<file path="src/rtl/signed_addsub_pkg.sv">
// Shared definitions for the signed add/sub tile, its BIST and benches.
// Op encoding and golden arithmetic live here so every user agrees on them.
package signed_addsub_pkg;

    localparam int NUM_VECTORS = 1024;
    localparam int OPND_W      = 4;
    localparam int RES_W       = 4;
    localparam int VEC_W       = 10;

    typedef enum logic [1:0] {
        OP_ADD  = 2'b00,  // A + B
        OP_SUB  = 2'b01,  // A - B
        OP_RSUB = 2'b10,  // B - A
        OP_NEG  = 2'b11   // -A
    } op_e;

    typedef enum logic [2:0] {
        ST_IDLE,
        ST_DRIVE,
        ST_WAIT,
        ST_CHECK,
        ST_DONE
    } state_e;

    // Sign-extend to one extra bit, operate, then wrap back to RES_W bits.
    function automatic logic [RES_W-1:0] golden_result(
        input op_e               op,
        input logic [OPND_W-1:0] a,
        input logic [OPND_W-1:0] b
    );
        logic [OPND_W:0] ax;
        logic [OPND_W:0] bx;
        logic [OPND_W:0] r;
        ax = {a[OPND_W-1], a};
        bx = {b[OPND_W-1], b};
        case (op)
            OP_ADD:  r = ax + bx;
            OP_SUB:  r = ax - bx;
            OP_RSUB: r = bx - ax;
            default: r = -ax;
        endcase
        return r[RES_W-1:0];
    endfunction

endpackage

</file>
<file path="src/rtl/signed_addsub_golden.sv">
// Combinational reference for one add/sub vector; also usable as a bench scoreboard.
module signed_addsub_golden
    import signed_addsub_pkg::*;
(
    input  op_e               op,
    input  logic [OPND_W-1:0] a,
    input  logic [OPND_W-1:0] b,
    output logic [RES_W-1:0]  result
);

    assign result = golden_result(op, a, b);

endmodule

</file>
<file path="src/rtl/signed_addsub_bist.sv">
// Self-test sequencer: sweeps every op/A/B vector through the add/sub tile,
// checks each result against the golden model, and records pass/fail.
module signed_addsub_bist
    import signed_addsub_pkg::*;
#(
    parameter int SETTLE_CYCLES = 1,
    parameter int ERR_W         = 8
) (
    input  logic             clk,
    input  logic             rst_n,
    input  logic             start,
    input  logic             abort,
    output logic [7:0]       dut_ui_in,
    output logic [1:0]       dut_uio_in,
    input  logic [3:0]       dut_uo_out,
    output logic             busy,
    output logic             done,
    output logic             pass,
    output logic [ERR_W-1:0] err_count,
    output logic [9:0]       fail_vec
);

    localparam int CNT_W = (SETTLE_CYCLES > 1) ? $clog2(SETTLE_CYCLES) : 1;

    state_e           state, state_nxt;
    logic [VEC_W-1:0] vec_idx;
    logic [CNT_W-1:0] settle_cnt;
    logic             seen_fail;
    logic [RES_W-1:0] golden;
    logic             start_sweep;
    logic             mismatch;
    logic             last_vec;

    signed_addsub_golden u_golden (
        .op     (op_e'(vec_idx[9:8])),
        .a      (vec_idx[7:4]),
        .b      (vec_idx[3:0]),
        .result (golden)
    );

    always_comb begin
        start_sweep = start && !abort && (state == ST_IDLE || state == ST_DONE);
        mismatch    = (state == ST_CHECK) && (dut_uo_out != golden);
        last_vec    = (vec_idx == VEC_W'(NUM_VECTORS - 1));
    end

    always_ff @(posedge clk or negedge rst_n) begin
        if (!rst_n) state <= ST_IDLE;
        else        state <= state_nxt;
    end

    always_comb begin
        state_nxt = state;
        if (abort) begin
            state_nxt = ST_IDLE;
        end else begin
            case (state)
                ST_IDLE, ST_DONE: if (start) state_nxt = ST_DRIVE;
                ST_DRIVE:         state_nxt = ST_WAIT;
                ST_WAIT:          if (settle_cnt == '0) state_nxt = ST_CHECK;
                ST_CHECK:         state_nxt = last_vec ? ST_DONE : ST_DRIVE;
                default:          state_nxt = ST_IDLE;
            endcase
        end
    end

    always_ff @(posedge clk or negedge rst_n) begin
        if (!rst_n) begin
            vec_idx    <= '0;
            settle_cnt <= '0;
            seen_fail  <= 1'b0;
            dut_ui_in  <= '0;
            dut_uio_in <= '0;
            busy       <= 1'b0;
            done       <= 1'b0;
            pass       <= 1'b0;
            err_count  <= '0;
            fail_vec   <= '0;
        end else if (abort) begin
            // Results are kept so a debugger can inspect an interrupted sweep.
            vec_idx    <= '0;
            dut_ui_in  <= '0;
            dut_uio_in <= '0;
            busy       <= 1'b0;
            done       <= 1'b0;
            pass       <= 1'b0;
        end else begin
            case (state)
                ST_IDLE, ST_DONE: begin
                    if (start_sweep) begin
                        vec_idx   <= '0;
                        seen_fail <= 1'b0;
                        err_count <= '0;
                        fail_vec  <= '0;
                        busy      <= 1'b1;
                        done      <= 1'b0;
                        pass      <= 1'b0;
                    end
                end
                ST_DRIVE: begin
                    dut_ui_in  <= vec_idx[7:0];
                    dut_uio_in <= vec_idx[9:8];
                    settle_cnt <= CNT_W'(SETTLE_CYCLES - 1);
                end
                ST_WAIT: begin
                    if (settle_cnt != '0) settle_cnt <= settle_cnt - 1'b1;
                end
                ST_CHECK: begin
                    if (mismatch) begin
                        if (err_count != '1) err_count <= err_count + 1'b1;
                        // Sticky flag, so a saturated counter can't re-arm capture.
                        if (!seen_fail) begin
                            seen_fail <= 1'b1;
                            fail_vec  <= vec_idx;
                        end
                    end
                    if (last_vec) begin
                        busy <= 1'b0;
                        done <= 1'b1;
                        pass <= !(seen_fail || mismatch);
                    end else begin
                        vec_idx <= vec_idx + 1'b1;
                    end
                end
                default: ;
            endcase
        end
    end

endmodule
</file>
<file path="config.mk">
export PLATFORM = sky130hd
export DESIGN_NAME = signed_addsub_bist
export DESIGN_NICKNAME = d
export VERILOG_FILES = /design/src/rtl/signed_addsub_pkg.sv /design/src/rtl/signed_addsub_golden.sv /design/src/rtl/signed_addsub_bist.sv
export SDC_FILE = /design/constraint.sdc
export NUM_CORES = 1
export LEC_CHECK = 0
export ABC_CLOCK_PERIOD_IN_PS = 3490
export BUFFER_PORTS_ARGS = -buffer_cell sky130_fd_sc_hd__buf_2
export CORE_ASPECT_RATIO = 2
export CORE_MARGIN = 8
export CORE_UTILIZATION = 57
export DETAILED_ROUTE_END_ITERATION = 8
export MAX_ROUTING_LAYER = met4
export PLACE_DENSITY = 0.8
export SETUP_SLACK_MARGIN = 0.1
export SYNTH_ARGS = -nofsm -noshare
export SYNTH_HDL_FRONTEND = slang
export SYNTH_SLANG_ARGS = --single-unit
</file>
<file path="constraint.sdc">
create_clock -name clk -period 3.49 [get_ports clk]
set_clock_uncertainty 0.1 [all_clocks]
set_input_delay 0 -clock clk [delete_from_list [all_inputs] [get_ports clk]]
set_output_delay 0 -clock clk [all_outputs]
set_load 0.01 [all_outputs]
</file>
==> flow_summary.toml, run 1 <==
[route]
wl_mm = 7.41
wire_per_inst_microns = 19.6
drt-vias-per-instance = 6.25
dr.first_iter.drc_count = 99
ant_nets = 0
drcViolationCount = 0
drt-pass1-iter-count = 4
dr_total_vias = 2364

[yosys]
yosysSeqAreaShare_pct = 41.6
synthCells = 276
ys_types = 55
ys_top_cells_by_area = "dfrtp_1, a22o_1, ha_1"
postSynthAreaPerCell_sq_um = 9.82
ys.flop_type = "dfrtp_1"
synth_edf_count = 0
yosysTopAreaCell = "dfrtp_1"
yosysWarnings = 0
async_flop_share_pct = 100
ys_ff_latch = 45
synth_fp_nets = 296
synth_top_area_share_pct = 41.6
netlist_area_sq_um = 2710

[sta]
period_share_pct = 90.6
setup_viol = 0
relSlewSlack_pct = 33.5
fmax_ghz = 0.316
worst_pin_slew_ns = 0.998
finalSetupTns_ns = 0
period_minus_slack_ns = 3.16
maxSlewViolCount = 0
rsz0062_at_grt = "false"
setup_ws_ns = 0.327
finalHoldViolCount = 0

[worst_setup_path]
critical_path_required_ns = 3.62
cp_max_fo = 8
crit_path_start_kind = "flop"
cp-end-kind = "flop"
crit_arrival_ns = 3.29
critPathKind = "flop to flop"

[global_route]
grt_pass1_vias = 2501
overflow = 0
antenna_found_initial = 0
grt_pass1_wl_mm = 12.2
track_usage_pct = 21.6
grt_start_max_net_pins = 46

[cells_and_area]
diodes = 0
area_delta_synth_final_pct = 15.7
multiInputGateArea_sq_um = 1490
mostFrequentLayoutCell = "dfrtp_1"
fillCellCount = 399
final_cell_mix = "dfrtp_1, buf_2, nor2_1, nand2_1, a22o_1"
drive_gt1_share_pct = 21.7
final_nets = 342
seqCellArea_sq_um = 1130

[hold_path]
worstHoldPathType = "input port to flop"

[clock_tree]
clk_latency_ns = 0.31
cts_sinks = 45
cts_root_buf = "clkbuf_8"
tritoncts = "built"
cts_buffers = 5
htreeDepth = 2
clk_path_buf_depth = 2
clk_pin_slew_ns = 0.09

[floorplan]
io_pins = 39
die_area_sq_um = 7350
rows = 35
die_w_microns = 64.8
die_h_microns = 114
start_util_pct = 58.9
fp.coreArea_sq_um = 4600

[power]
vdd_drop_max_uv = 359
powerDensity_nw_per_um2 = 339
p_leak_nw = 1.48

[placed_design]
numPortBuffers = 38
gp_congestion = 0.958
pre_cts_slack_ns = 0.143
dp_hpwl_mm = 5.59

[job]
maxCapViolCount = 0

[status]
outcome = "finished, final reports clean"
-- routing by layer --
metal / share of wire [%] / vias to the layer above / global-route usage [%]
met3: 3.9 / 29 / 4.12
met1: 36 / 1147 / 20.9
li1: - / 1104 / -
met2: 56 / 84 / 36.9
met5: 0 / - / -
met4: 4.6 / 0 / 15.4
-- stage by stage --
| step | utilization, % | hold WS [ns] | instances | area (sq um) | power (W) |
|---|---|---|---|---|---|
| 2_1_floorplan | - | -0.396 | 276 | 2710 | 0.000664 |
| 3_3_place_gp | 64.8 | 0.120 | 365 | 2980 | 0.000716 |
| 3_5_place_dp | 64.8 | 0.123 | 365 | 2980 | 0.000720 |
| 4_1_cts | 67.3 | 0.0372 | 375 | 3100 | 0.00106 |
| 5_1_grt | 68.2 | 0.0721 | 378 | 3140 | 0.00111 |
| 6_report | 68.2 | 0.0551 | 378 | 3140 | 0.00106 |
-- worst max-delay path, cell delays in order, from the launching register on --
cell,delay (ns)
dfrtp_1,0.35
inv_1,0.08
ha_1,0.25
a21oi_1,0.16
xnor2_1,0.14
ha_1,0.29
and3b_1,0.24
or3_1,0.37
a21oi_2,0.25
nor4_4,0.05
buf_4,0.18
a2111oi_1,0.41
a2bb2oi_1,0.21
-- kinds of logic after synthesis --
logic type / synth area share, %
fa+ha+maj: 6.09
simple gates: 19.9
xor+xnor: 7.06
compound gates: 20.2
buf+inv: 4.11
flops: 41.6
mux: 1.11
-- cell usage after synthesis, types with 4 or more instances --
master / count
a22o_1: 21
nor4_1: 4
xnor2_1: 10
clkbuf_1: 9
o21ai_0: 11
ha_1: 10
nand2_1: 21
nand3_1: 5
nor3b_1: 4
a21oi_1: 17
or4_1: 4
inv_1: 13
nor3_1: 6
or3_1: 5
dfrtp_1: 45
nor2_1: 25
-- what timing repair did --
action | in CTS | in global routing
hold buffers | 2 | 0
buffers inserted | 0 | 2
endpoints found under the hold margin | 46 | 0
setup endpoints to repair | 0 | 19
gates resized for setup | 0 | 5
-- flip-flops by register name, summed over array words and instances, names as in the netlist --
name	count
seen_fail	1
vec_idx	10
dut_uio_in	2
err_count	8
fail_vec	10
pass	1
busy	1
state	3
dut_ui_in	8
done	1
-- path summary, 6_finish.rpt --
| path | startpoint | endpoint | slack (ns) | depth (start not counted) |
|---|---|---|---|---|
| worst max register to register | vec_idx[4] | err_count[2] | 0.33 | 12 |
| worst min-delay path | abort | vec_idx[0] | 0.06 | 2 |
| min in group asynchronous | rst_n | dut_ui_in[7] | 0.30 | 2 |
| max in group asynchronous | rst_n | dut_ui_in[0] | 2.39 | 2 |
| worst min register to register | fail_vec[3] | fail_vec[3] | 0.40 | 1 |
| worst max-delay path | vec_idx[4] | err_count[2] | 0.33 | 12 |
-- final cells by class --
type / instances / share of cell area (%)
repair buffers: 52 / 9.97
well taps: 55 / 2.19
multi-input cells: 205 / 47.4
clock inverters: 3 / 0.798
clock buffers: 5 / 2.19
flip-flops and latches: 45 / 35.9
inverters: 13 / 1.56
-- where the power goes --
| group | leakage [nW] | switching, W | internal [W] |
|---|---|---|---|
| registers | 0.625 | 0.0000187 | 0.000535 |
| clock network | 0.0452 | 0.000199 | 0.000146 |
| logic | 0.812 | 0.000104 | 0.0000596 |
| total | 1.48 | 0.000322 | 0.000741 |
Power figures use the tool's default switching activity.
==> run 2, diff against run 1 <==
Settings changed: BUFFER_PORTS_ARGS -buffer_cell sky130_fd_sc_hd__buf_2 to unset, DONT_BUFFER_PORTS set to 1, PLACE_DENSITY 0.8 to 0.72.
==> run 2 against run 1 <==
Against the previous run: final area fell by 5.0%; register-to-register slack hardly changed; fmax about the same; highest routed layer unchanged; combinational power is 9.8% lower; sequential share of layout area increased by 1.9 points; worst hold slack got worse by 0.048 ns; count of clock-buffer cells in the layout unchanged; final cell count down 9.3%; die area unchanged; sequential cell count unchanged; largest cell class unchanged.
==> flow_summary.toml, run 2 (synthesized netlist as in run 1, its figures left out) <==
[status]
outcome = "finished, final reports clean"

[power]
p_leak_nw = 1.30
vdd_drop_max_uv = 249
powerDensity_nw_per_um2 = 354

[floorplan]
start_util_pct = 58.9
die_h_microns = 114
rows = 35
fp.coreArea_sq_um = 4600
die_w_microns = 64.8
die_area_sq_um = 7350
io_pins = 39

[clock_tree]
clk_pin_slew_ns = 0.10
clk_path_buf_depth = 2
tritoncts = "built"
cts_root_buf = "clkbuf_8"
cts_sinks = 45
cts_buffers = 5
clk_latency_ns = 0.31
htreeDepth = 2
post_cts_buffers = 0

[sta]
worst_pin_slew_ns = 1.01
period_minus_slack_ns = 3.17
setup_viol = 0
rsz0062_at_grt = "false"
period_share_pct = 90.7
finalSetupTns_ns = 0
setup_ws_ns = 0.324
finalHoldViolCount = 0
relSlewSlack_pct = 32.5
maxSlewViolCount = 0
fmax_ghz = 0.316

[cells_and_area]
area_delta_synth_final_pct = 9.97
mostFrequentLayoutCell = "dfrtp_1"
finalCoreUtilization_pct = 64.8
diodes = 0
final_nets = 307
largestRegisters = "fail_vec: 10 flops, vec_idx: 10 flops"
drive_gt1_share_pct = 11.5
final_cell_mix = "dfrtp_1, nor2_1, nand2_1, a22o_1, a21oi_1"

[placed_design]
pre_cts_slack_ns = 0.188
dp_hpwl_mm = 5.30
gp_congestion = 0.957
numPortBuffers = 0

[route]
wire_per_inst_microns = 21.2
ant_nets = 0
dr.first_iter.drc_count = 52
drt-pass1-iter-count = 4
dr_total_vias = 2220
drcViolationCount = 0
drt-vias-per-instance = 6.47
wl_mm = 7.28

[global_route]
antenna_found_initial = 0
grt_pass1_wl_mm = 11.8
overflow = 0
grt_start_max_net_pins = 46
track_usage_pct = 21.2
grt_pass1_vias = 2327

[worst_setup_path]
critical_path_required_ns = 3.65
critPathKind = "flop to flop"
cp-end-kind = "flop"
cp_max_fo = 5
crit_arrival_ns = 3.32
crit_path_start_kind = "flop"
worstRegToRegCells = 11

[hold_path]
min_path_cells = 3
worstHoldPathType = "input port to flop"

[job]
maxCapViolCount = 0
## run 2: path summary, 6_finish.rpt
| path | end | slack, ns | start |
|---|---|---|---|
| worst max-delay path | fail_vec[7] | 0.32 | vec_idx[5] |
| worst min-delay path | seen_fail | 0.007 | start |
| worst max register to register | fail_vec[7] | 0.32 | vec_idx[5] |
| worst min register to register | state[1] | 0.44 | state[2] |
| max in group asynchronous | vec_idx[4] | 2.97 | rst_n |
| min in group asynchronous | fail_vec[9] | 0.10 | rst_n |
## run 2: layer usage
metal / part of all wire, % / GRT usage [%] / up-vias
met4: 4.3 / 12.9 / 0
met1: 35 / 20.3 / 1096
li1: - / - / 1024
met2: 55 / 37.2 / 75
met5: 0 / - / -
met3: 5.6 / 4.81 / 25
## run 2: per-stage QoR
step	instances	power, W	hold slack, ns	cell area [sq um]
finish	343	0.00105	0.00693	2980
global route	343	0.00110	0.0407	2980
CTS	342	0.00106	0.0134	2970
floorplan	276	0.000664	-0.396	2710
detailed placement	329	0.000694	-0.394	2810
global placement	329	0.000691	-0.394	2810
## run 2: layout make-up
type	instances	area, sq um
fillers	402	1620
multi-input cells	205	1490
flip-flops and latches	45	1130
repair buffers	17	158
clock buffers	5	68.8
well taps	55	68.8
inverters	13	48.8
clock inverters	3	25.0
## run 2: what timing repair did
item                       4_1_cts  5_1_grt
resized for setup                0        3
hold buffers                     5        0
hold endpoints to repair        90        0
setup endpoints to repair        0       16
## run 2: power by group
group          total, W  internal, W  switching, W
clock network  0.000346     0.000145      0.000201
logic          0.000148    0.0000552     0.0000929
registers      0.000559     0.000535     0.0000240
total           0.00105     0.000735      0.000318
## run 2: worst max-delay path, stage by stage (launching register included)
cell,delay (ns)
dfrtp_1,0.39
inv_1,0.11
ha_1,0.26
nand2_1,0.06
o21ai_0,0.14
fa_1,0.44
xnor3_1,0.35
a21oi_1,0.15
o21ai_1,0.14
or4_4,0.51
o21ai_2,0.28
a22o_1,0.18
==> run 3, diff against run 2 <==
Settings changed: CTS_BUF_LIST set to sky130_fd_sc_hd__clkbuf_4.
==> run 3 against run 2 <==
Against the previous run: sequential share of layout area grew 0.50 points; sequential cell count is the same; clock power fell by 21%; count of clock-buffer cells in the layout unchanged; worst hold slack gained 0.016 ns; utilization down 0.84 points; final area fell by 1.3%; critical endpoint unchanged; largest power group unchanged; highest routed layer unchanged.
==> flow_summary.toml, run 3 (synthesized netlist as in run 1, its figures left out) <==
[clock_tree]
cts_root_buf = "clkbuf_4"
post_cts_buffers = 0
clk_path_buf_depth = 2
clk_latency_ns = 0.37
cts_buffers = 5
cts_sinks = 45
tritoncts = "built"
htreeDepth = 2
clk_pin_slew_ns = 0.15

[route]
wire_per_inst_microns = 20.9
drt-pass1-iter-count = 4
dr.first_iter.drc_count = 75
dr_total_vias = 2206
wl_mm = 7.16
drt-vias-per-instance = 6.45
ant_nets = 0
drcViolationCount = 0

[worst_setup_path]
critical_path_required_ns = 3.71
rr_endpoint = "fail_vec[7]"
cp_max_fo = 5
worstRegToRegCells = 11
critPathKind = "flop to flop"
crit_arrival_ns = 3.36
r2r-start = "vec_idx[4]"
crit_path_start_kind = "flop"
crit_end = "fail_vec[7]"
critical_path.startpoint = "vec_idx[4]"
rrSetupSlack_ns = 0.35
cp-end-kind = "flop"

[cells_and_area]
final_nets = 306
largestRegisters = "fail_vec: 10 flops, vec_idx: 10 flops"
design_area_sq_um = 2940
area_delta_synth_final_pct = 8.54
fillCellCount = 403
mostFrequentLayoutCell = "dfrtp_1"
drive_gt1_share_pct = 11.8
final_cell_mix = "dfrtp_1, nor2_1, nand2_1, a22o_1, a21oi_1"
diodes = 0

[sta]
maxSlewViolCount = 0
period_minus_slack_ns = 3.14
rsz0062_at_grt = "false"
setup_viol = 0
timing.hold.ws_ns = 0.0233
finalSetupTns_ns = 0
period_share_pct = 90.0
finalHoldViolCount = 0
relSlewSlack_pct = 31.0
setup_ws_ns = 0.349
fmax_ghz = 0.318
worst_pin_slew_ns = 1.03

[floorplan]
io_pins = 39
start_util_pct = 58.9
die_area_sq_um = 7350
rows = 35
die_w_microns = 64.8
fp.coreArea_sq_um = 4600
die_h_microns = 114

[status]
outcome = "finished, final reports clean"

[global_route]
grt_pass1_vias = 2266
overflow = 0
grt_pass1_wl_mm = 11.3
antenna_found_initial = 0
track_usage_pct = 20.3
grt_start_max_net_pins = 46

[placed_design]
dpl_cell_area_sq_um = 2810
numPortBuffers = 0
pre_cts_slack_ns = 0.188
gp_congestion = 0.957
dp_hpwl_mm = 5.30

[job]
maxCapViolCount = 0

[power]
vdd_drop_max_uv = 245
powerDensity_nw_per_um2 = 334
p_leak_nw = 1.28

[hold_path]
worstHoldPathType = "input port to asynchronous set/reset pin"
==> run 3: changes by cell type in the layout (fill, tap and decap cells not counted) <==
cell	previous run	this run
clkbuf_4	0	5
clkbuf_8	5	0
dlygate4sd3_1	4	3
nor2_1	25	24
nor2_2	0	1
==> run 3: per-layer routing <==
layer / GRT usage (%) / share of wire [%] / up-vias
met1: 19.5 / 36 / 1089
met4: 13.2 / 5.6 / 0
met2: 35.3 / 53 / 72
li1: - / - / 1021
met5: - / 0 / -
met3: 4.51 / 5.3 / 24
==> run 3: report_power, final <==
group          internal, W  total, W  switching (W)  leakage [nW]
clock network    0.0000825  0.000273       0.000190        0.0318
registers         0.000536  0.000560      0.0000239         0.625
logic            0.0000551  0.000149      0.0000942         0.625
==> run 3: layout make-up <==
| type | instances | area [sq um] | area share, % |
|---|---|---|---|
| Tap cell | 55 | 68.8 | 2.34 |
| Timing Repair Buffer | 16 | 148 | 5.02 |
| Clock buffer | 5 | 37.5 | 1.28 |
| Sequential cell | 45 | 1130 | 38.3 |
| Inverter | 13 | 48.8 | 1.66 |
| Clock inverter | 3 | 25.0 | 0.851 |
| Multi-Input combinational cell | 205 | 1490 | 50.6 |
==> run 3: critical path, stage by stage (launching register included) <==
cell and delay [ns]:
dfrtp_1 0.41, inv_1 0.11, ha_1 0.25, nand2_1 0.06, o21ai_0 0.14, fa_1 0.44
xnor3_1 0.35, a21oi_1 0.15, o21ai_1 0.13, or4_4 0.51, o21ai_2 0.27, a22o_1 0.17
==> run 3: worst min-delay path by stage <==
stage                      from             to  slack [ns]
after global routing      rst_n    fail_vec[9]        0.05
after floorplan           rst_n           busy       -0.40
after detailed placement  rst_n   dut_ui_in[6]       -0.39
after CTS                 rst_n     vec_idx[9]        0.03
final                     rst_n     vec_idx[9]        0.02
after global placement    rst_n  dut_uio_in[0]       -0.39
==> run 3: timing repair <==
item,4_1_cts,5_1_grt
hold endpoints to repair,90,0
hold buffers,4,0
endpoints found under the setup margin,0,16
resized for setup,0,4
==> run 3: metrics by stage <==
| step | utilization (%) | std cells | total power [W] |
|---|---|---|---|
| after CTS | 63.6 | 341 | 0.000986 |
| after floorplan | - | 276 | 0.000664 |
| final | 64.0 | 342 | 0.000982 |
| after global placement | 61.0 | 329 | 0.000691 |
| after global routing | 64.0 | 342 | 0.00103 |
| after detailed placement | 61.0 | 329 | 0.000694 |
